===== src/rtl/libAritimeticalControl.sv =====
// ALU control codes driven on aluOp.
package libAritimeticalControl;

  localparam logic [3:0] ARCTRL_ZERO = 4'd0;
  localparam logic [3:0] ARCTRL_ADD  = 4'd1;
  localparam logic [3:0] ARCTRL_SUB  = 4'd2;
  localparam logic [3:0] ARCTRL_AND  = 4'd3;
  localparam logic [3:0] ARCTRL_OR   = 4'd4;
  localparam logic [3:0] ARCTRL_XOR  = 4'd5;
  localparam logic [3:0] ARCTRL_SLT  = 4'd6;
  localparam logic [3:0] ARCTRL_LU   = 4'd7;
  // ALU decodes the funct field itself for R-type.
  localparam logic [3:0] ARCTRL_FUNC = 4'd15;

endpackage


===== src/rtl/libInstructions.sv =====
// MIPS primary opcode values (instruction[31:26]) used by the control path.
package libInstructions;

  localparam logic [5:0] OP_RTYPE = 6'b000000;
  localparam logic [5:0] OP_J     = 6'b000010;
  localparam logic [5:0] OP_BEQ   = 6'b000100;
  localparam logic [5:0] OP_BNE   = 6'b000101;
  localparam logic [5:0] OP_ADDI  = 6'b001000;
  localparam logic [5:0] OP_SLTI  = 6'b001010;
  localparam logic [5:0] OP_ANDI  = 6'b001100;
  localparam logic [5:0] OP_ORI   = 6'b001101;
  localparam logic [5:0] OP_XORI  = 6'b001110;
  localparam logic [5:0] OP_LUI   = 6'b001111;
  localparam logic [5:0] OP_LW    = 6'b100011;
  localparam logic [5:0] OP_SW    = 6'b101011;

endpackage


===== src/rtl/libMulticycleControl.sv =====
// State encoding, opcode classes and operand-select constants for the
// multicycle controller.
package libMulticycleControl;

  typedef enum logic [3:0] {
    MC_FETCH     = 4'd0,
    MC_DECODE    = 4'd1,
    MC_MEM_ADDR  = 4'd2,
    MC_MEM_READ  = 4'd3,
    MC_MEM_WB    = 4'd4,
    MC_MEM_WRITE = 4'd5,
    MC_EXEC_R    = 4'd6,
    MC_WB_R      = 4'd7,
    MC_EXEC_I    = 4'd8,
    MC_WB_I      = 4'd9,
    MC_BRANCH    = 4'd10,
    MC_JUMP      = 4'd11
  } mc_state_t;

  typedef enum logic [2:0] {
    CLS_MEM,
    CLS_R,
    CLS_I,
    CLS_BRANCH,
    CLS_JUMP,
    CLS_ILLEGAL
  } mc_class_t;

  localparam logic       ALUA_PC      = 1'b0;
  localparam logic       ALUA_REG     = 1'b1;
  localparam logic [1:0] ALUB_REG     = 2'b00;
  localparam logic [1:0] ALUB_FOUR    = 2'b01;
  localparam logic [1:0] ALUB_SEXT    = 2'b10;
  localparam logic [1:0] ALUB_SHIFT   = 2'b11;
  localparam logic [1:0] PCSRC_ALU    = 2'b00;
  localparam logic [1:0] PCSRC_ALUOUT = 2'b01;
  localparam logic [1:0] PCSRC_JUMP   = 2'b10;

endpackage


===== src/rtl/multicycle_op_decode.sv =====
// Combinational opcode classifier: next-state class, I-type ALU code, illegal flag.
module multicycle_op_decode
  import libInstructions::*, libAritimeticalControl::*, libMulticycleControl::*;
(
  input  logic [5:0] opcode_i,
  output mc_class_t  class_o,
  output logic [3:0] alu_op_o,
  output logic       illegal_o
);

  // Map each supported opcode to its sequence class; anything else is illegal.
  always_comb begin
    class_o   = CLS_ILLEGAL;
    alu_op_o  = ARCTRL_ZERO;
    illegal_o = 1'b0;
    case (opcode_i)
      OP_LW, OP_SW:    class_o = CLS_MEM;
      OP_RTYPE:        class_o = CLS_R;
      OP_ADDI: begin   class_o = CLS_I; alu_op_o = ARCTRL_ADD; end
      OP_ANDI: begin   class_o = CLS_I; alu_op_o = ARCTRL_AND; end
      OP_ORI:  begin   class_o = CLS_I; alu_op_o = ARCTRL_OR;  end
      OP_XORI: begin   class_o = CLS_I; alu_op_o = ARCTRL_XOR; end
      OP_SLTI: begin   class_o = CLS_I; alu_op_o = ARCTRL_SLT; end
      OP_LUI:  begin   class_o = CLS_I; alu_op_o = ARCTRL_LU;  end
      OP_BEQ, OP_BNE:  class_o = CLS_BRANCH;
      OP_J:            class_o = CLS_JUMP;
      default:         illegal_o = 1'b1;
    endcase
  end

endmodule


===== src/rtl/multicycle_controller.sv =====
// Multicycle MIPS sequencing FSM: drives datapath enables/selects per state,
// stalling in memory states on memReady.
module multicycle_controller
  import libInstructions::*, libAritimeticalControl::*, libMulticycleControl::*;
(
  input  logic         clock,
  input  logic         reset,
  input  logic [31:26] instruction,
  input  logic         zero,
  input  logic         memReady,
  output logic         pcWrite,
  output logic         iorD,
  output logic         irWrite,
  output logic         memRead,
  output logic         memWrite,
  output logic         memToReg,
  output logic         regDst,
  output logic         regWrite,
  output logic         aluSrcA,
  output logic [1:0]   aluSrcB,
  output logic [3:0]   aluOp,
  output logic [1:0]   pcSource,
  output logic         instrDone,
  output logic         illegal
);

  mc_state_t  state_q, state_d;
  mc_class_t  op_class;
  logic [3:0] imm_alu_op;
  logic       op_illegal;

  multicycle_op_decode u_op_decode (
    .opcode_i  (instruction),
    .class_o   (op_class),
    .alu_op_o  (imm_alu_op),
    .illegal_o (op_illegal)
  );

  // State register; reset returns to FETCH asynchronously.
  always_ff @(posedge clock or posedge reset) begin
    if (reset) state_q <= MC_FETCH;
    else       state_q <= state_d;
  end

  // Next-state and output decode; outputs are forced low for the whole of reset
  // so an in-flight write or writeback is dropped without waiting for an edge.
  always_comb begin
    state_d   = state_q;
    pcWrite   = 1'b0;
    iorD      = 1'b0;
    irWrite   = 1'b0;
    memRead   = 1'b0;
    memWrite  = 1'b0;
    memToReg  = 1'b0;
    regDst    = 1'b0;
    regWrite  = 1'b0;
    aluSrcA   = ALUA_PC;
    aluSrcB   = ALUB_REG;
    aluOp     = ARCTRL_ZERO;
    pcSource  = PCSRC_ALU;
    instrDone = 1'b0;
    illegal   = 1'b0;
    if (!reset) begin
      case (state_q)
        MC_FETCH: begin
          memRead = 1'b1;
          aluSrcB = ALUB_FOUR;
          aluOp   = ARCTRL_ADD;
          irWrite = memReady;
          pcWrite = memReady;
          if (memReady) state_d = MC_DECODE;
        end
        MC_DECODE: begin
          aluSrcB = ALUB_SHIFT;
          aluOp   = ARCTRL_ADD;
          case (op_class)
            CLS_MEM:    state_d = MC_MEM_ADDR;
            CLS_R:      state_d = MC_EXEC_R;
            CLS_I:      state_d = MC_EXEC_I;
            CLS_BRANCH: state_d = MC_BRANCH;
            CLS_JUMP:   state_d = MC_JUMP;
            default: begin
              state_d   = MC_FETCH;
              illegal   = op_illegal;
              instrDone = 1'b1;
            end
          endcase
        end
        MC_MEM_ADDR: begin
          aluSrcA = ALUA_REG;
          aluSrcB = ALUB_SEXT;
          aluOp   = ARCTRL_ADD;
          state_d = (instruction == OP_LW) ? MC_MEM_READ : MC_MEM_WRITE;
        end
        MC_MEM_READ: begin
          memRead = 1'b1;
          iorD    = 1'b1;
          if (memReady) state_d = MC_MEM_WB;
        end
        MC_MEM_WB: begin
          regWrite  = 1'b1;
          memToReg  = 1'b1;
          instrDone = 1'b1;
          state_d   = MC_FETCH;
        end
        MC_MEM_WRITE: begin
          memWrite  = 1'b1;
          iorD      = 1'b1;
          instrDone = memReady;
          if (memReady) state_d = MC_FETCH;
        end
        MC_EXEC_R: begin
          aluSrcA = ALUA_REG;
          aluSrcB = ALUB_REG;
          aluOp   = ARCTRL_FUNC;
          state_d = MC_WB_R;
        end
        MC_WB_R: begin
          regWrite  = 1'b1;
          regDst    = 1'b1;
          instrDone = 1'b1;
          state_d   = MC_FETCH;
        end
        MC_EXEC_I: begin
          aluSrcA = ALUA_REG;
          aluSrcB = ALUB_SEXT;
          aluOp   = imm_alu_op;
          state_d = MC_WB_I;
        end
        MC_WB_I: begin
          regWrite  = 1'b1;
          instrDone = 1'b1;
          state_d   = MC_FETCH;
        end
        MC_BRANCH: begin
          aluSrcA   = ALUA_REG;
          aluSrcB   = ALUB_REG;
          aluOp     = ARCTRL_SUB;
          pcSource  = PCSRC_ALUOUT;
          pcWrite   = (instruction == OP_BNE) ? ~zero : zero;
          instrDone = 1'b1;
          state_d   = MC_FETCH;
        end
        MC_JUMP: begin
          pcSource  = PCSRC_JUMP;
          pcWrite   = 1'b1;
          instrDone = 1'b1;
          state_d   = MC_FETCH;
        end
        default: state_d = MC_FETCH;
      endcase
    end
  end

endmodule


===== config.mk =====
export PLATFORM = sky130hd
export DESIGN_NAME = multicycle_controller
export DESIGN_NICKNAME = d
export VERILOG_FILES = /design/src/rtl/libAritimeticalControl.sv /design/src/rtl/libInstructions.sv /design/src/rtl/libMulticycleControl.sv /design/src/rtl/multicycle_op_decode.sv /design/src/rtl/multicycle_controller.sv
export SDC_FILE = /design/constraint.sdc
export NUM_CORES = 1
export LEC_CHECK = 0
export ABC_AREA = 0
export CORE_MARGIN = 2
export CORE_UTILIZATION = 47
export DETAILED_ROUTE_END_ITERATION = 10
export GPL_TIMING_DRIVEN = 0
export PLACE_DENSITY = 0.8
export SYNTH_ARGS = -nofsm -noshare
export SYNTH_HDL_FRONTEND = slang
export SYNTH_SLANG_ARGS = --single-unit

===== constraint.sdc =====
create_clock -name clock -period 3.25 [get_ports clock]
set_input_delay 0.975 -clock clock [delete_from_list [all_inputs] [get_ports clock]]
set_output_delay 0.975 -clock clock [all_outputs]
set_load 0.005 [all_outputs]

# --- After elaboration in Yosys (flattened, before gate mapping) ---
# Index checks and enable logic that the tools add are counted.
op_classes:
  n_eq_ne: 29
  mux: 40
  n_bitwise: 2
  reduce_logical: 16
op_table:
  columns: ["op", "n"]
  rows:
  - ["equality test 6 x 4 -> 1 bit, second input constant", 6]
  - ["one-hot mux 4 bit (7 select lines)", 1]
  - ["2-to-1 mux 1 bit", 24]
  - ["one-hot mux 4 bit (5 select lines)", 1]
  - ["one-hot mux 3 bit (6 select lines)", 1]
  - ["equality test 4 x 3 -> 1 bit, second input constant", 4]
  - ["equality test 4 bit, second input constant", 4]
  - ["2-to-1 mux 4 bit", 4]
  - ["one-hot mux 4 bit (4 select lines)", 1]
  - ["one-hot mux 3 bit (5 select lines)", 1]
  - ["equality test 6 x 3 -> 1 bit, second input constant", 2]
  - ["equality test 6 bit, second input constant", 2]
  - ["OR reduction 12 bit", 1]
  - ["OR reduction 2 bit", 5]
  - ["OR reduction 5 bit", 2]
  - ["equality test 4 x 2 -> 1 bit, second input constant", 2]
  - ["equality test 3 x 2 -> 1 bit, second input constant", 2]
  - ["equality test 6 x 2 -> 1 bit, second input constant", 1]
  - ["zero test 6 bit", 1]
  - ["inequality test 2 bit, second input constant", 3]
  - ["one-hot mux 1 bit (3 select lines)", 2]
  - ["one-hot mux 2 bit (3 select lines)", 1]
  - ["OR reduction 3 bit", 2]
  - ["OR reduction 6 bit", 1]
  - ["other kinds (11)", 13]
totals:
  ff_bits: 4
  output_inout_bits: 19

# --- Depth between registers and ports, before layout ---
logic_depth:
  depth_word: 8
  ltp_mapped: 6

# --- Modules after synthesis ---
# From an unflattened synthesis, not the netlist that was laid out.
hier_totals:
  cells_unflattened: 146
  hier_area_um2: 964.7
by_module_without_submodules:
  columns: ["module", "instances", "cells_per_inst", "area_each_um2", "seq_area_each_um2"]
  rows:
  - ["multicycle_controller", 1, 113, 752.0, 100.1]
  - ["multicycle_op_decode", 1, 33, 212.7, 0.0]

# --- Worst setup path before layout ---
# Ideal clock, no wire load.
synth_path:
  path_type: "input -> output"
  startpoint: "input instruction[29] in the netlist's numbering"
  endpoint: "output aluOp[0]"
  arrival_ns: 1.986
  slack_ns: 0.289
  stages: 5
  n_path_buf: 1
  cell_sequence: "buf_2 or3b_1 o41ai_1 a21oi_1 nor2_1"
synth_via:
  elab_chain_cells: 4
  word_cells_on_any_way: 9
synth_rtl:
  columns: ["item", "line", "source"]
  rows:
  - ["start, declared", "multicycle_controller.sv:8", "input logic [31:26] instruction,"]
  - ["equality test 6 x 4 -> 1 bit", "multicycle_op_decode.sv:16", "case (opcode_i)"]
  - ["one-hot mux 3 bit (6 select lines) (*)", "multicycle_op_decode.sv:16", null]
  - ["one-hot mux 4 bit (4 select lines) (*)", "multicycle_controller.sv:64", "case (state_q)"]
  - ["2-to-1 mux 4 bit (*)", "multicycle_controller.sv:63", "if (!reset) begin"]
  - ["end, declared", "multicycle_controller.sv:21", "output logic [3:0] aluOp,"]
# Every way passes the cells marked *; elsewhere a longest branch is shown, timed or not.

# --- Worst setup path after layout ---
layout_path:
  startpoint: "input reset"
  endpoint: "output memRead"
layout_via:
  elab_chain_cells: 1
layout_rtl:
  columns: ["item", "line", "source"]
  rows:
  - ["start, declared", "multicycle_controller.sv:7", "input logic reset,"]
  - ["2-to-1 mux 1 bit", "multicycle_controller.sv:63", null]
  - ["end, declared", "multicycle_controller.sv:14", "output logic memRead,"]
# Every way passes these cells.

==> results.toml <==
[outcome]
status = "complete, no violations"

[critical_path]
cp-start-kind = "input port"
crit_arrival_ns = 2.26
end_kind = "output pin"
cp_max_fo = 10
crit_type = "input port to output pin"
crit_required_ns = 2.27

[pwr]
p_int_uw = 349.4
p_leak_nw = 0.6573
p_per_area_nw_per_um2 = 463.9
pwr-share-seq = 0.125
netSwitchingFraction = 0.4834
peakVddDrop_uv = 316.2
clkPwrFrac = 0.093
netSwitchingPower_uw = 326.9
pwr-share-comb = 0.782

[routing]
drt-initial-drc-count = 52
wl_per_cell_um = 15.46
drc = 0
via_per_inst = 6.043
ant_nets = 0
drt_wl_total_um = 3262
firstDrtPassIters = 4
vias = 1275

[synth]
async_flop_share = 1.000
netlist_area_um2 = 960.9
synth_ff_type = "dfrtp_1"
synth_cell_types = 47
synth_top_cell_by_area = "dfrtp_1"
synthesis.nets = 151
synth_top_area_frac = 0.1042
ys_ff_latch = 4
syn_inst = 141
synth-edff-count = 0
ys_warn_count = 0
avgSynthCellArea_um2 = 6.815
synth_area_leaders = "dfrtp_1, nor2_1, nor3_1"
synth-seq-area-share = 0.1042

[die]
die_y_um = 49.22
rows = 16
io_pins = 29
die-area_um2 = 2422
design.core.area_um2 = 1942
die_w_um = 49.22
initial_core_util = 0.4948

[grt]
grt_pass1_vias = 1128
grt-ovfl-total = 0
grt_usage = 0.2623
grt_start_max_net_pins = 11
antenna_found_initial = 0
grt_pass1_wl_um = 5175

[sta]
finalCritPeriodShare = 0.9965
fmax_mhz = 308.8
worst_pin_slew_ns = 0.4731
skew_ns = 0.004274
hold_viol_final = 0
fin_tns_setup_ns = 0
rsz0062_at_grt = "true"
setup_violations = 0
final-max-slew-violation-count = 0
maxSlewHeadroom = 0.6846
min_period_ns = 3.239

[layout]
fin_util = 0.7506
drive_above_1_share = 0.3098
max_flop_register = "state_q"
most-common-layout-cells = "nor2_1, buf_4, clkdlybuf4s50_1"
nNetsFinal = 196
final_common_cell = "nor2_1"
syn2layout_area_growth_pct = 51.69
antenna_cells = 0
largest_register_ffs = 4
reg_top3 = "state_q x4"

[clocking]
htreeDepth = 1
clk_root_buffer_cell = "clkbuf_4"
clock_latency_ns = 0.24
cts_hold_buf = 0
numCtsBuffers = 3
cts_tree = "done"
clk_pin_slew_ns = 0.04
clock-sinks = 4
clk_path_buf_depth = 2

[placed_design]
gp_congestion = 0.8342
io_buffers = 27
hpwl_um = 2075

[min_path]
hold_class = "flop to flop"

[job]
maxCapViolCount = 0
==> path summary, 6_finish.rpt <==
check                                             from                      to  slack [ns]  depth (start not counted)
worst max-delay path                             reset                 memRead        0.01                          4
worst min-delay path            state_q[2]$_DFFE_PP0P_  state_q[0]$_DFFE_PP0P_        0.77                          4
worst max register to register  state_q[2]$_DFFE_PP0P_  state_q[2]$_DFFE_PP0P_        1.62                          5
worst min register to register  state_q[2]$_DFFE_PP0P_  state_q[0]$_DFFE_PP0P_        0.77                          4
max in group asynchronous                        reset  state_q[3]$_DFFE_PP0P_        2.11                          3
min in group asynchronous                        reset  state_q[1]$_DFFE_PP0P_        0.99                          3
==> critical path: stages <==
cell and delay, ns:
clkdlybuf4s15_2 0.23, clkbuf_4 0.21, nor4_2 0.29, clkdlybuf4s50_1 0.55
==> layer usage <==
| metal | routed length [µm] | GRT usage | up-vias |
|---|---|---|---|
| met2 | 1659 | 0.4775 | 65 |
| li1 | - | - | 606 |
| met1 | 1369 | 0.3426 | 602 |
| met5 | 0 | 0 | - |
| met4 | 8 | 0.02857 | 0 |
| met3 | 225 | 0.02147 | 2 |
==> repair_timing <==
action	4_1_cts	5_1_grt
cloned	2	0
setup endpoints to repair	19	9
setup buffers	11	2
pin swaps	9	9
resized for setup	45	21
==> power groups by stage <==
stage / Sequential (mW) / Combinational [mW] / Clock, mW
final: 0.0845 / 0.529 / 0.0630
after detailed placement: 0.0850 / 0.484 / 0
after global routing: 0.0873 / 0.572 / 0.0666
after CTS: 0.0849 / 0.513 / 0.0638
after floorplan: 0.0798 / 0.332 / 0
after global placement: 0.0840 / 0.478 / 0
==> final cells by class <==
type | instances | area (µm²)
Clock buffer | 3 | 22.52
Timing Repair Buffer | 41 | 340.3
Multi-Input combinational cell | 117 | 835.8
Tap cell | 27 | 33.78
Buffer | 15 | 110.1
Inverter | 4 | 15.01
Fill cell | 157 | 484.2
Sequential cell | 4 | 100.1
==> cell usage after synthesis (2+ instances only) <==
library cell and n:
nor4_1 3, buf_2 8, mux2i_1 3, a2bb2oi_1 2, nand2b_1 6, nor3_1 10
nor3b_1 2, a21oi_1 8, nand3b_1 2, buf_6 2, nand3_1 5, dfrtp_1 4
and3b_1 2, nor2b_1 6, o21ai_0 7, xnor2_1 3, a22oi_1 3, o31ai_1 3
nor2_1 22, clkbuf_1 5, nand2_1 4, inv_1 4, xor2_1 3
==> cells by family after synthesis <==
| family | share of synthesized area |
|---|---|
| and+or+nand+nor | 0.4284 |
| AOI/OAI and AO/OA | 0.2734 |
| buffers and inverters | 0.1081 |
| xor gates and xnor gates | 0.05470 |
| DFF | 0.1042 |
| muxes | 0.03125 |
==> metrics by stage <==
| step | power (mW) | hold slack [ns] | instances | worst slack (ns) | cell area, µm² |
|---|---|---|---|---|---|
| after floorplan | 0.4122 | 0.6900 | 141 | 0.2885 | 960.9 |
| after global placement | 0.5620 | 0.7393 | 195 | -0.6872 | 1265 |
| after detailed placement | 0.5692 | 0.7554 | 195 | -0.7266 | 1265 |
| after CTS | 0.6613 | 0.7619 | 210 | -0.02913 | 1443 |
| after global routing | 0.7262 | 0.8149 | 211 | -0.03247 | 1458 |
| final | 0.6762 | 0.7660 | 211 | 0.01141 | 1458 |
Power figures use the tool's default switching activity.
